## src/rtl/uart_rx_sampled.sv

```systemverilog
// 8N1 UART receiver with a single-byte holding register and new_data/ack handshake.
// Define UART_RX_PARITY_EN to receive 8E1 frames instead (adds a PARITY state).
`timescale 1ns/1ps
module uart_rx_sampled #(
    parameter int INPUT_CLOCK = 16_000_000,
    parameter int BAUD        = 115_200
) (
    input  logic       i_clk,
    input  logic       i_reset,
    input  logic       i_rx,
    output logic [7:0] o_data,
    output logic       o_new_data,
    input  logic       i_ack_data,
    output logic       o_frame_err,
    output logic       o_overrun,
    output logic       o_busy
);

    localparam int CPB  = INPUT_CLOCK / BAUD;
    localparam int HALF = CPB / 2;
    localparam logic [7:0] C_LAST = 8'(CPB - 1);
    localparam logic [7:0] C_HALF = 8'(HALF - 1);

`ifdef UART_RX_PARITY_EN
    typedef enum logic [2:0] {
        S_IDLE      = 3'd0,
        S_START     = 3'd1,
        S_DATA      = 3'd2,
        S_PARITY    = 3'd3,
        S_STOP      = 3'd4,
        S_WAIT_HIGH = 3'd5
    } state_t;
`else
    typedef enum logic [2:0] {
        S_IDLE      = 3'd0,
        S_START     = 3'd1,
        S_DATA      = 3'd2,
        S_STOP      = 3'd4,
        S_WAIT_HIGH = 3'd5
    } state_t;
`endif

    state_t     r_state;
    state_t     w_state_nxt;
    logic       r_sync1;
    logic       r_sync2;
    logic       r_rx_prev;
    logic [7:0] r_cnt;
    logic [7:0] w_cnt_nxt;
    logic [2:0] r_idx;
    logic [2:0] w_idx_nxt;
    logic [7:0] r_shift;
    logic [7:0] w_shift_nxt;
    logic [7:0] r_data;
    logic       r_new_data;
    logic       r_frame_err;
    logic       r_overrun;
    logic       w_rx_s;
    logic       w_fall;
    logic       w_last;
    logic       w_deliver;
    logic       w_ferr;
`ifdef UART_RX_PARITY_EN
    logic       r_par_err;
    logic       w_par_err_nxt;
`endif

    assign w_rx_s = r_sync2;
    assign w_fall = r_rx_prev & ~r_sync2;
    assign w_last = (r_cnt == C_LAST);

    always_comb begin
        w_state_nxt = r_state;
        w_cnt_nxt   = r_cnt + 8'd1;
        w_idx_nxt   = r_idx;
        w_shift_nxt = r_shift;
        w_deliver   = 1'b0;
        w_ferr      = 1'b0;
`ifdef UART_RX_PARITY_EN
        w_par_err_nxt = r_par_err;
`endif
        unique case (r_state)
            S_IDLE: begin
                w_cnt_nxt = 8'd0;
                if (w_fall) w_state_nxt = S_START;
            end
            S_START: begin
                if (r_cnt == C_HALF) begin
                    w_cnt_nxt   = 8'd0;
                    w_idx_nxt   = 3'd0;
                    w_state_nxt = w_rx_s ? S_IDLE : S_DATA;
                end
            end
            S_DATA: begin
                if (w_last) begin
                    w_cnt_nxt   = 8'd0;
                    w_shift_nxt = {w_rx_s, r_shift[7:1]};
                    w_idx_nxt   = r_idx + 3'd1;
`ifdef UART_RX_PARITY_EN
                    if (r_idx == 3'd7) w_state_nxt = S_PARITY;
`else
                    if (r_idx == 3'd7) w_state_nxt = S_STOP;
`endif
                end
            end
`ifdef UART_RX_PARITY_EN
            S_PARITY: begin
                if (w_last) begin
                    w_cnt_nxt     = 8'd0;
                    // even parity: data bits plus parity bit must xor to zero
                    w_par_err_nxt = ^{r_shift, w_rx_s};
                    w_state_nxt   = S_STOP;
                end
            end
`endif
            S_STOP: begin
                if (w_last) begin
                    w_cnt_nxt = 8'd0;
                    if (!w_rx_s) begin
                        w_ferr      = 1'b1;
                        w_state_nxt = S_WAIT_HIGH;
`ifdef UART_RX_PARITY_EN
                    end else if (r_par_err) begin
                        w_ferr      = 1'b1;
                        w_state_nxt = S_IDLE;
`endif
                    end else begin
                        w_deliver   = 1'b1;
                        w_state_nxt = S_IDLE;
                    end
                end
            end
            S_WAIT_HIGH: begin
                w_cnt_nxt = 8'd0;
                if (w_rx_s) w_state_nxt = S_IDLE;
            end
            default: begin
                w_cnt_nxt   = 8'd0;
                w_state_nxt = S_IDLE;
            end
        endcase
    end

    always_ff @(posedge i_clk or posedge i_reset) begin
        if (i_reset) begin
            r_state     <= S_IDLE;
            r_sync1     <= 1'b1;
            r_sync2     <= 1'b1;
            r_rx_prev   <= 1'b1;
            r_cnt       <= 8'd0;
            r_idx       <= 3'd0;
            r_shift     <= 8'd0;
            r_data      <= 8'd0;
            r_new_data  <= 1'b0;
            r_frame_err <= 1'b0;
            r_overrun   <= 1'b0;
`ifdef UART_RX_PARITY_EN
            r_par_err   <= 1'b0;
`endif
        end else begin
            r_sync1     <= i_rx;
            r_sync2     <= r_sync1;
            r_rx_prev   <= r_sync2;
            r_state     <= w_state_nxt;
            r_cnt       <= w_cnt_nxt;
            r_idx       <= w_idx_nxt;
            r_shift     <= w_shift_nxt;
            r_frame_err <= w_ferr;
            r_overrun   <= 1'b0;
`ifdef UART_RX_PARITY_EN
            r_par_err   <= w_par_err_nxt;
`endif
            // an ack landing with a delivery frees the slot for the new byte
            if (w_deliver) begin
                if (!r_new_data || i_ack_data) begin
                    r_data     <= r_shift;
                    r_new_data <= 1'b1;
                end else begin
                    r_overrun  <= 1'b1;
                end
            end else if (i_ack_data) begin
                r_new_data <= 1'b0;
            end
        end
    end

    assign o_data      = r_data;
    assign o_new_data  = r_new_data;
    assign o_frame_err = r_frame_err;
    assign o_overrun   = r_overrun;
    assign o_busy      = (r_state != S_IDLE);

endmodule

```

## config.mk

```make
export PLATFORM = sky130hd
export DESIGN_NAME = uart_rx_sampled
export DESIGN_NICKNAME = d
export VERILOG_FILES = /design/src/rtl/uart_rx_sampled.sv
export SDC_FILE = /design/constraint.sdc
export NUM_CORES = 1
export LEC_CHECK = 0
export CAP_MARGIN = 20
export CORE_ASPECT_RATIO = 2
export CORE_UTILIZATION = 35
export DETAILED_ROUTE_END_ITERATION = 6
export GPL_TIMING_DRIVEN = 0
export MAX_ROUTING_LAYER = met4
export PLACE_DENSITY_LB_ADDON = 0.08
export SLEW_MARGIN = 20
export SYNTH_ARGS = -nofsm -noshare
export SYNTH_HDL_FRONTEND = slang
export SYNTH_SLANG_ARGS = --single-unit
export TNS_END_PERCENT = 1
```

## constraint.sdc

```tcl
create_clock -name i_clk -period 2.2 [get_ports i_clk]
set_input_delay 0.22 -clock i_clk [delete_from_list [all_inputs] [get_ports i_clk]]
set_output_delay 0.22 -clock i_clk [all_outputs]
set_load 0.1 [all_outputs]
```

==> impl_metrics.ini, run 1 <==
[synthesis]
synth_mux_area_share_pct = 13.5
ys_types = 33
synth_top_family_by_area = simple AND/OR/NAND/NOR gates
synth-simple-area-share_pct = 15.5
synth_fa_ha_area_share_pct = 3.81
synth_xor_area_share_pct = 3.20
synth-seq-cells = 36
synth_compound_area_share_pct = 6.33
avgSynthCellArea_um2 = 12.5
netlist_instances = 131
syn-num-nets = 140
ys_seq_area_share_pct = 55.1
synth_area_um2 = 1640
yosys_warnings = 0

[placed_design]
place_hpwl_um = 2310
numPlacedInstances = 200
io_buffers = 15
gp_congestion = 0.687

[global_route]
grt_max_degree = 37
first_global_vias = 1189
grt_pass1_wl_um = 5550
gr-max-usage-layer = met2
grtUsageMet3_pct = 2.78
grtUsageTotal_pct = 15.6
use_met2_pct = 28.3
met1_usage_pct = 15.2
grt_overflow = 0
grt_antenna_before_repair = 0

[cts]
clkTransAtPathRegs_ps = 70
cts-hold-fix-buffers = 0
root_buffer = clkbuf_8
clk_latency_ps = 280
cts.sinks = 36
cts_tree = done
cts_buffer_depth = 2
ctsHtreeMaxLevel = 2
cts_inserted_buffers = 5

[run]
max-cap-violations = 0

[floorplanning]
core_area_um2 = 4420
io_pins = 16
core.rowCount = 34
die_area_um2 = 4980
initial_core_util_pct = 37.1
die_w_um = 50.4
die_h_um = 98.8

[detailed_routing]
drt_iter0_drc = 19
drc = 0
routed_via_density = 5.00
wl_per_cell_um = 15.1
wirelength_um = 3180
first_pass_iters = 2
vias = 1051
ant_nets = 0

[sta]
max_freq_mhz = 496
fin_setup_tns_ps = 0
fin_skew_ps = 4.19
rsz0062_at_grt = no
maxSlewHeadroom_pct = 34.3
report.final.slew_viol_count = 0
hold_viol_final = 0
min_period_ps = 2020
finalSetupViolCount = 0
final.hold.worst_slack_ps = 347
finalCritPeriodShare_pct = 91.7
tightestPinTransition_ps = 983

[critical_path]
ff2ff_path_depth = 6
endpoint = o_new_data
endpoint_kind = primary output
critical_path_class = reg -> out
rr_startpoint = r_cnt[0]
slowest_stage = clkdlybuf4s50_1
crit_required_ps = 1980
critPathBufInv = 1
regToRegSetupSlack_ps = 190
worst-path-stages = 1
critPathLaunchType = flip-flop
cp_slowest_stage_delay_ps = 1140
arrival_ps = 1800
cp_max_fo = 2
regToRegEndpoint = o_data[5]
critical_path.top_delay_family = buffers and inverters
critPathLaunch = o_new_data
path_cells = clkdlybuf4s50_1

[pwr]
p_per_area_nw_per_um2 = 934
leakagePower_nw = 0.905
total_power_w = 0.00184
vdd_drop_max_v = 0.000458

[layout]
drive_gt1_share_pct = 26.9
register_area_um2 = 905
layout_common_cells = dfrtp_1 (33), mux2_2 (17), nor2_1 (15), clkdlybuf4s50_1 (14)
antenna_cells = 0
fin_nets = 164
syn_to_final_growth_pct = 19.8
multi_input_area_um2 = 694
mostFrequentLayoutCell = dfrtp_1
fill_cells = 433
fin_cells = 210

[hold_path]
hold_path_depth = 1
hold_path.class = in -> reg

[status]
outcome = completed
==> through the flow <==
stage	utilization (%)	setup WS, ps	instance area (um^2)
after detailed placement	42.0	14.8	1860
after floorplan	-	357	1640
after CTS	44.1	35.1	1950
final	44.4	183	1960
after global routing	44.4	15.3	1960
after global placement	42.0	22.5	1860
==> layer usage <==
| layer | up-vias | wire length, um |
|---|---|---|
| met1 | 528 | 1260 |
| met4 | 0 | 81 |
| li1 | 501 | - |
| met3 | 7 | 79 |
| met2 | 15 | 1760 |
| met5 | - | 0 |
==> power breakdown <==
part	internal [W]	switching, W
logic	0.000219	0.000379
clock network	0.000255	0.000228
registers	0.000711	0.0000433
total	0.00119	0.000650
==> synthesized netlist by cell type (all sizes together) <==
| library cell | n | area (um^2) |
|---|---|---|
| ha | 5 | 62.6 |
| a221oi | 1 | 15.0 |
| and3b | 1 | 8.76 |
| and2 | 1 | 7.51 |
| nand2b | 3 | 18.8 |
| and3 | 2 | 12.5 |
| nor4b | 1 | 23.8 |
| or3 | 1 | 6.26 |
| mux2 | 17 | 191 |
| xor2 | 5 | 43.8 |
| inv | 6 | 22.5 |
| mux2i | 3 | 30.0 |
| a21oi | 1 | 5.00 |
| buf | 3 | 15.0 |
| nor3b | 2 | 31.3 |
| dfrtp | 33 | 826 |
| nand4 | 3 | 18.8 |
| a211oi | 2 | 15.0 |
| o221ai | 1 | 15.0 |
| o21ai | 2 | 10.0 |
| and2b | 1 | 8.76 |
| nand3 | 6 | 30.0 |
| o211ai | 1 | 7.51 |
| xnor2 | 1 | 8.76 |
| clkbuf | 1 | 3.75 |
| a31oi | 2 | 27.5 |
| o2bb2ai | 1 | 8.76 |
| or3b | 1 | 8.76 |
| nor2 | 15 | 56.3 |
| dfstp | 3 | 78.8 |
| nand2 | 6 | 22.5 |
==> registers in the layout, indices dropped and copies added (netlist names), 3 cells and up <==
name / count
r_cnt: 8
r_state: 3
r_shift: 8
r_idx: 3
o_data: 8
==> repair_timing <==
| item | in CTS | in global routing |
|---|---|---|
| buffers inserted | 0 | 2 |
| gates resized for setup | 3 | 0 |
| pin swaps | 0 | 1 |
| setup endpoints to repair | 1 | 8 |
==> kinds of logic (layout without fill, tap and decap cells) <==
logic type,Yosys count,after routing
AOI/OAI and AO/OA,11,11
xor gates and xnor gates,6,6
adders and majority gates,5,5
buffers and inverters,10,35
DFF,36,36
muxes,20,20
and+or+nand+nor,43,43
==> worst min-delay path by stage <==
stage              end  slack, ps     from
2_1_floorplan  r_sync1        220     i_rx
3_3_place_gp   r_sync2        350  r_sync1
3_5_place_dp   r_sync2        350  r_sync1
4_1_cts        r_sync1        340     i_rx
5_1_grt        r_sync1        340     i_rx
6_report       r_sync1        350     i_rx
==> cell type report <==
cell class | instances | area share [%]
Tap cell | 54 | 3.44
Timing Repair Buffer | 17 | 8.47
Sequential cell | 36 | 46.1
Multi-Input combinational cell | 85 | 35.4
Buffer | 4 | 0.955
Inverter | 6 | 1.15
Clock buffer | 8 | 4.59
No activity file was read; power rests on OpenSTA's default activity.
==> run 2, diff against run 1 <==
--- a/config.mk
+++ b/config.mk
@@ -6,7 +6,7 @@
 export NUM_CORES = 1
 export LEC_CHECK = 0
 export CAP_MARGIN = 20
-export CORE_ASPECT_RATIO = 2
+export CORE_ASPECT_RATIO = 1.5
 export CORE_UTILIZATION = 35
 export DETAILED_ROUTE_END_ITERATION = 6
 export GPL_TIMING_DRIVEN = 0
==> run 2 against run 1 <==
The flow now finishes with violations (DRC); cell area down 0.76%; first-iteration DRC count up 68%; count of clock-buffer cells in the layout down 2; critical path depth up 6; clock skew up 3.4 ps; global-route usage down 1.6 points; largest cell class unchanged; largest power group unchanged.
==> impl_metrics.ini, run 2 (synthesis gave the netlist of run 1 again) <==
[status]
outcome = finished with violations
violations = DRC

[placed_design]
io_buffers = 15
gp_congestion = 0.789
place_hpwl_um = 2010

[critical_path]
crit_required_ps = 2360
cp_max_fo = 10
critical_path_class = reg -> reg
endpoint_kind = flip-flop
arrival_ps = 2180
critPathLaunchType = flip-flop

[detailed_routing]
wirelength_um = 2920
drt_iter0_drc = 32
routed_via_density = 5.20
drc = 1
ant_nets = 0
wl_per_cell_um = 14.4
vias = 1051
first_pass_iters = 6

[sta]
finalCritPeriodShare_pct = 91.9
hold_viol_final = 0
fin_skew_ps = 7.62
fin_setup_tns_ps = 0
final.hold.worst_slack_ps = 346
max_freq_mhz = 495
finalSetupViolCount = 0
min_period_ps = 2020
maxSlewHeadroom_pct = 34.2
report.final.slew_viol_count = 0
rsz0062_at_grt = no
tightestPinTransition_ps = 984

[global_route]
grtUsageTotal_pct = 14.0
first_global_vias = 1103
grt_max_degree = 37
grt_pass1_wl_um = 5120
grt_overflow = 0
grt_antenna_before_repair = 0

[cts]
cts_buffer_depth = 2
cts.sinks = 36
cts_inserted_buffers = 5
clkTransAtPathRegs_ps = 70
ctsHtreeMaxLevel = 2
root_buffer = clkbuf_8
cts_tree = done
cts-hold-fix-buffers = 0
clk_latency_ps = 280

[pwr]
leakagePower_nw = 0.898
p_per_area_nw_per_um2 = 920
vdd_drop_max_v = 0.000477

[floorplanning]
initial_core_util_pct = 36.4
die_area_um2 = 4970
core_area_um2 = 4500
core.rowCount = 30
io_pins = 16
die_w_um = 57.9
die_h_um = 85.8

[layout]
fin_nets = 163
syn_to_final_growth_pct = 18.8
layout_common_cells = dfrtp_1 (33), mux2_2 (17), nor2_1 (15), clkdlybuf4s50_1 (14)
antenna_cells = 0
drive_gt1_share_pct = 26.6
mostFrequentLayoutCell = dfrtp_1

[run]
max-cap-violations = 0

[hold_path]
hold_path.class = in -> reg
## run 2: routing by layer
| layer | global-route usage, % | part of all wire (%) |
|---|---|---|
| met5 | - | 0 |
| met1 | 16.1 | 44 |
| met4 | 6.06 | 1.3 |
| met2 | 22.7 | 52 |
| met3 | 3.62 | 2.5 |
## run 2: final cells by class
class,count,area (um^2)
clock buffers,6,72.6
well taps,48,60.1
fillers,432,2550
inverters,6,22.5
multi-input cells,85,694
flip-flops and latches,36,905
repair buffers,16,171
clock inverters,1,5.00
plain buffers,4,18.8
## run 2: final timing paths
check                      startpoint  depth (start not counted)  slack, ps         end
max                          r_cnt[1]                          7        180  r_state[0]
min                              i_rx                          1        350     r_sync1
max reg2reg                  r_cnt[1]                          7        180  r_state[0]
min reg2reg                   r_sync1                          0        360     r_sync2
max in group asynchronous     i_reset                          2       1330  r_shift[6]
min in group asynchronous     i_reset                          2        380    r_cnt[5]
## run 2: timing repair
item | 4_1_cts | 5_1_grt
setup endpoints to repair | 1 | 8
setup buffers | 0 | 1
gates resized for setup | 3 | 0
pin swaps | 0 | 1
## run 2: critical path, cell delays in order (launching register included)
cell	delay [ps]
dfrtp_1	420
inv_1	100
ha_1	150
nor4b_4	260
a221oi_2	130
a31oi_4	330
o221ai_2	200
mux2_2	300
## run 2: through the flow
| step | worst slack, ps | cells | total power, W | instance area (um^2) | util (%) |
|---|---|---|---|---|---|
| after floorplan | 357 | 131 | 0.00125 | 1640 | - |
| after global placement | 20.9 | 194 | 0.00137 | 1850 | 41.1 |
| after detailed placement | 29.7 | 194 | 0.00138 | 1850 | 41.1 |
| after CTS | 25.5 | 201 | 0.00182 | 1930 | 42.8 |
| after global routing | 43.1 | 202 | 0.00190 | 1950 | 43.3 |
| final | 179 | 202 | 0.00179 | 1950 | 43.3 |
## run 2: where the power goes
part	switching [W]	leakage [nW]	total [W]	internal, W
Clock	0.000219	0.0410	0.000434	0.000215
Sequential	0.0000416	0.488	0.000752	0.000711
Combinational	0.000387	0.369	0.000607	0.000220
Total	0.000648	0.898	0.00179	0.00115
